===== config.mk =====
export PLATFORM = sky130hd
export DESIGN_NAME = imem_dmem_arbiter
export DESIGN_NICKNAME = d
export VERILOG_FILES = /design/src/rtl/imem_dmem_arbiter.sv
export SDC_FILE = /design/constraint.sdc
export NUM_CORES = 1
export LEC_CHECK = 0
export CAP_MARGIN = 25
export CORE_AREA = 2 2 107 109
export DETAILED_ROUTE_END_ITERATION = 10
export DIE_AREA = 0 0 109 111
export HOLD_SLACK_MARGIN = 0.06
export PLACE_DENSITY = 0.59
export SYNTH_ARGS = -nofsm -noshare
export SYNTH_HDL_FRONTEND = slang
export SYNTH_SLANG_ARGS = --single-unit

===== constraint.sdc =====
create_clock -name clk -period 1.4 [get_ports clk]
set_input_delay 0.21 -clock clk [delete_from_list [all_inputs] [get_ports clk]]
set_output_delay 0.21 -clock clk [all_outputs]
set_load 0.02 [all_outputs]

===== src/rtl/imem_dmem_arbiter.sv =====
// Shares one single-port synchronous SRAM between instruction fetch and data access.
// Data accesses have priority; a burst counter forces an IF grant after MAX_D_BURST data grants.
module imem_dmem_arbiter #(
  parameter int ADDR_W      = 32,
  parameter int DATA_W      = 32,
  parameter int MAX_D_BURST = 4
) (
  input  logic                  clk,
  input  logic                  rst,
  input  logic                  if_req,
  input  logic [ADDR_W-1:0]     if_addr,
  output logic                  if_wait,
  output logic                  if_rvalid,
  output logic [DATA_W-1:0]     if_rdata,
  input  logic                  d_req,
  input  logic [DATA_W/8-1:0]   d_web,
  input  logic [ADDR_W-1:0]     d_addr,
  input  logic [DATA_W-1:0]     d_wdata,
  output logic                  d_wait,
  output logic                  d_rvalid,
  output logic [DATA_W-1:0]     d_rdata,
  output logic                  mem_cs,
  output logic                  mem_oe,
  output logic [DATA_W/8-1:0]   mem_web,
  output logic [ADDR_W-3:0]     mem_addr,
  output logic [DATA_W-1:0]     mem_di,
  input  logic [DATA_W-1:0]     mem_do
);

  localparam int BE_W = DATA_W / 8;

  typedef enum logic [1:0] {
    OWN_NONE = 2'd0,
    OWN_IF   = 2'd1,
    OWN_DRD  = 2'd2,
    OWN_DWR  = 2'd3
  } owner_t;

  owner_t      r_owner;
  owner_t      w_owner_next;
  logic [3:0]  r_burst_cnt;
  logic [3:0]  w_burst_next;
  logic        w_burst_full;
  logic        w_gnt_d;
  logic        w_gnt_if;
  logic        w_d_write;
  logic [ADDR_W-1:0] w_addr_sel;
  logic        w_unused_addr_bits;

  // Word addressing drops the byte offset of both requesters.
  assign w_unused_addr_bits = ^{if_addr[1:0], d_addr[1:0]};

  assign w_burst_full = (r_burst_cnt == 4'(MAX_D_BURST));
  assign w_gnt_d      = d_req & ~(if_req & w_burst_full);
  assign w_gnt_if     = if_req & ~w_gnt_d;
  assign w_d_write    = |d_web;

  assign if_wait = if_req & ~w_gnt_if;
  assign d_wait  = d_req & ~w_gnt_d;

  assign w_addr_sel = w_gnt_d ? d_addr : if_addr;
  assign mem_cs     = w_gnt_d | w_gnt_if;
  assign mem_oe     = mem_cs & ~(w_gnt_d & w_d_write);
  assign mem_web    = w_gnt_d ? d_web : {BE_W{1'b0}};
  assign mem_addr   = mem_cs ? w_addr_sel[ADDR_W-1:2] : '0;
  assign mem_di     = w_gnt_d ? d_wdata : '0;

  always_comb begin
    w_owner_next = OWN_NONE;
    w_burst_next = r_burst_cnt;
    if (w_gnt_d) begin
      w_owner_next = w_d_write ? OWN_DWR : OWN_DRD;
    end else if (w_gnt_if) begin
      w_owner_next = OWN_IF;
    end
    // The counter only measures how long a pending fetch has been passed over.
    if (!if_req || w_gnt_if) begin
      w_burst_next = 4'd0;
    end else if (w_gnt_d && !w_burst_full) begin
      w_burst_next = r_burst_cnt + 4'd1;
    end
  end

  always_ff @(posedge clk or posedge rst) begin
    if (rst) begin
      r_owner     <= OWN_NONE;
      r_burst_cnt <= 4'd0;
    end else begin
      r_owner     <= w_owner_next;
      r_burst_cnt <= w_burst_next;
    end
  end

  always_comb begin
    if_rvalid = 1'b0;
    if_rdata  = '0;
    d_rvalid  = 1'b0;
    d_rdata   = '0;
    case (r_owner)
      OWN_IF: begin
        if_rvalid = 1'b1;
        if_rdata  = mem_do;
      end
      OWN_DRD: begin
        d_rvalid = 1'b1;
        d_rdata  = mem_do;
      end
      OWN_DWR: begin
        d_rvalid = 1'b1;
      end
      default: ;
    endcase
  end

endmodule

==> summary.md <==
| Metric | Value |
|---|---|
| Simple-gate share of the synthesized area | between 60 and 70% |
| Die H | about 110 µm |
| Hold-fix buffers, CTS | 0 |
| Initial antenna violation count | 1 |
| Met2 wire len | approximately 6300 µm |
| Critical Path Start Type | flip-flop |
| Tcrit/Tclk final | 135.2% |
| Top Ports | approximately 270 |
| Mux contribution to synthesized area | 0.9959% |
| Minimum clock period | ~1900 ps |
| FF+latch area | 150.1 µm² |
| H-Tree Depth | 1 |
| Core ar. | around 11,000 µm² |
| Routability cong. | about 0.84 |
| Hold WC Path Type | in -> async |
| Reg2Reg Depth | 8 |
| Vias/cell | between 4 and 5 |
| Reg2reg start | r_burst_cnt[1]$_DFFE_PP0P_ |
| Die Wd | approximately 110 µm |
| Die area | between 10,000 and 15,000 µm² |
| Crit path DAT | around 1700 ps |
| Mapped Area | 1508 µm² |
| Crit path to | mem_oe |
| Worst-margin pin slew | 314.8 ps |
| Max rail drop VDD | just under 0.3 mV |
| Fin Clk Skew | around 0.38 ps |
| Overflow after GRT | 0 |
| Initial Util | 13.61% |
| Syn Nets | roughly 390 |
| Sequential area share after synthesis | under 10% |
| Port Buffers | ~270 |
| Fraction of layout instances using a drive strength above 1 | 62.36% |
| Fillers | 1,017 |
| Final setup fails | roughly 140 |
| Adder-cell share of the synthesized area | approximately 1.7% |
| Met1 WL | about 4100 µm |
| RSZ-0062 raised after global routing | yes |
| MaxCap Viol Count | 0 |
| Clock Path Buffers | 2 |
| Post-DP HPWL | around 8000 µm |
| Kind of critical path | reg -> out |
| Dpl cells | between 600 and 700 |
| Most frequent cells in the layout | clkdlybuf4s50_1, buf_6, and2_4 |
| Routed Antenna Nets | 0 |
| Compound-Gate Fraction of Synth Area | between 10% and 20% |
| Site Rows | 39 |
| Avg WL per Cell | about 17 µm |
| Vias in the first global route | between 3,000 and 4,000 |
| Final core utilization | approximately 52% |
| Design area | approximately 5800 µm² |
| Most common cell after layout, fill and taps aside | clkdlybuf4s50_1 |
| Iteration-0 DRC Markers | 66 |
| Gate Count Post-Synth | 249 |
| Reg2reg end | r_burst_cnt[1]$_DFFE_PP0P_ |
| Largest family of logic cells by synthesized area | simple AND/OR/NAND/NOR gates |
| Vias | slightly above 3,000 |
| Failing checks | negative setup slack |
| Placed cell area | around 4800 µm² |
| 1st-pass router iterations | 3 |
| Synthesis Warnings | 0 |
| Setup crit start | r_burst_cnt[1]$_DFFE_PP0P_ |
| Fin nets | just under 700 |
| Mean post-synth cell area | between 6 and 7 µm² |
| Area delta synth->final | 285.6% |
| Fin Hold WS | about 210 ps |
| Root cell of the clock tree | clkbuf_16 |
| Fmax | roughly 530 MHz |
| Pwr Total | between 2 and 2.5 mW |
| Final Non-Filler Cells | 694 |
| CP Capture Type | output pin |
| Rel. slew slack | between 70% and 80% |
| Status | finished with violations |
| Synth unique cells | 23 |
| CTS sink count | 6 |
| Multi-input gate area | approximately 1900 µm² |
| Data required, critical path | 1190 ps |
| Final hold violations | 0 |
| Pre-CTS setup slack | -897.4 ps |
| Post-synthesis xor/xnor area fraction | about 1.2% |
| #FFs+latches synth | 6 |
| FF-to-FF setup slack | -80 ps |
| Largest net degree at the start of global routing | 48 |
| Leak Pwr | about 2.7 nW |
| Total Routing Usage GR | 17.39% |
| Max layer used | met4 |
| Post-Route WL | about 12,000 µm |
| Num CTS Buffers | 3 |
| Cell Pwr Density | around 420 nW/µm² |
| Worst-path maximum fanout | 5 |
| Setup TNS | -42,510 ps |
| Clock transition at the registers of the reported paths | around 30 ps |
| Met3 WL | roughly 1200 µm |
| Slew Viols, Final | 0 |
| Setup ws final | -493.0 ps |
| Remaining DRCs | 0 |
| First-pass GRT wire length | between 15,000 and 20,000 µm |
| CTS tree | built |
| Skew-Pair Late Insertion Delay | around 230 ps |
==> cells in the mapped netlist <==
master     n  area share, %
clkbuf_1  17            4.2
nor4_1     1           0.42
xor2_1     1           0.58
nand3_1   32             11
nor2_1     4            1.0
buf_1      2           0.50
a21boi_1   1           0.50
nand4b_4   1            1.6
nand2_1   30            7.5
nor2b_1    2           0.83
xnor2_1    1           0.58
dfrtp_1    6             10
buf_6      4            3.0
o21ai_1   28            9.3
o21ai_0    2           0.66
ha_1       2            1.7
and3_1    36             15
and2_1    66             27
mux2_4     1            1.0
buf_4      1           0.50
or2_2      1           0.42
inv_1      5            1.2
buf_2      5            1.7
==> sequential cells by signal (all words and copies together) (netlist names) <==
register / cells
r_owner: 2
r_burst_cnt: 4
==> where the power goes <==
part,switching (mW),internal (mW),total [mW]
sequential,0.00575,0.181,0.186
combinational,0.776,1.04,1.81
clock,0.101,0.367,0.468
==> critical path: stages, from the launching register on <==
cell and delay [ps]:
dfrtp_1 380, inv_2 70, ha_4 140, nand4b_4 150, and2_4 260, mux2_4 320
buf_6 130
==> layout make-up <==
cell class | count | share of cell area [%]
Timing Repair Buffer | 326 | 59.22
Multi-Input combinational cell | 210 | 33.46
Tap cell | 143 | 3.077
Sequential cell | 6 | 2.582
Clock buffer | 3 | 1.291
Inverter | 5 | 0.3228
Antenna cell | 1 | 0.04304
==> cell families (layout without fill, tap and decap cells) <==
logic type      count (synthesis)  count (layout)
other cells                     0               1
buf+inv                        34             334
xor+xnor                        2               2
mux                             1               1
simple gates                  173             174
fa+ha+maj                       2               2
compound gates                 31              31
flops                           6               6
==> how the worst min path moves through the flow <==
| stage | to | startpoint | slack [ps] | cells after the start |
|---|---|---|---|---|
| 2_1_floorplan | r_burst_cnt[0]$_DFFE_PP0P_ | rst | 1 | 1 |
| 3_3_place_gp | r_owner[1]$_DFF_PP0_ | rst | 450 | 2 |
| 3_5_place_dp | r_owner[1]$_DFF_PP0_ | rst | 460 | 2 |
| 4_1_cts | r_owner[0]$_DFF_PP0_ | rst | 220 | 2 |
| 5_1_grt | r_owner[1]$_DFF_PP0_ | rst | 260 | 2 |
| 6_report | r_owner[0]$_DFF_PP0_ | rst | 210 | 2 |
==> repair_timing <==
item                       4_1_cts  5_1_grt
setup buffers                   19       11
gates resized for setup        740      172
pin swaps                        7       43
gates cloned                     9        6
setup endpoints to repair      136      139
==> per-layer routing <==
layer / track usage (%) / vias to the layer above
met5: 0 / -
met4: 6.068 / 0
met1: 17.75 / 1414
met3: 4.644 / 19
met2: 33.04 / 173
li1: - / 1432
Power figures use the tool's default switching activity.
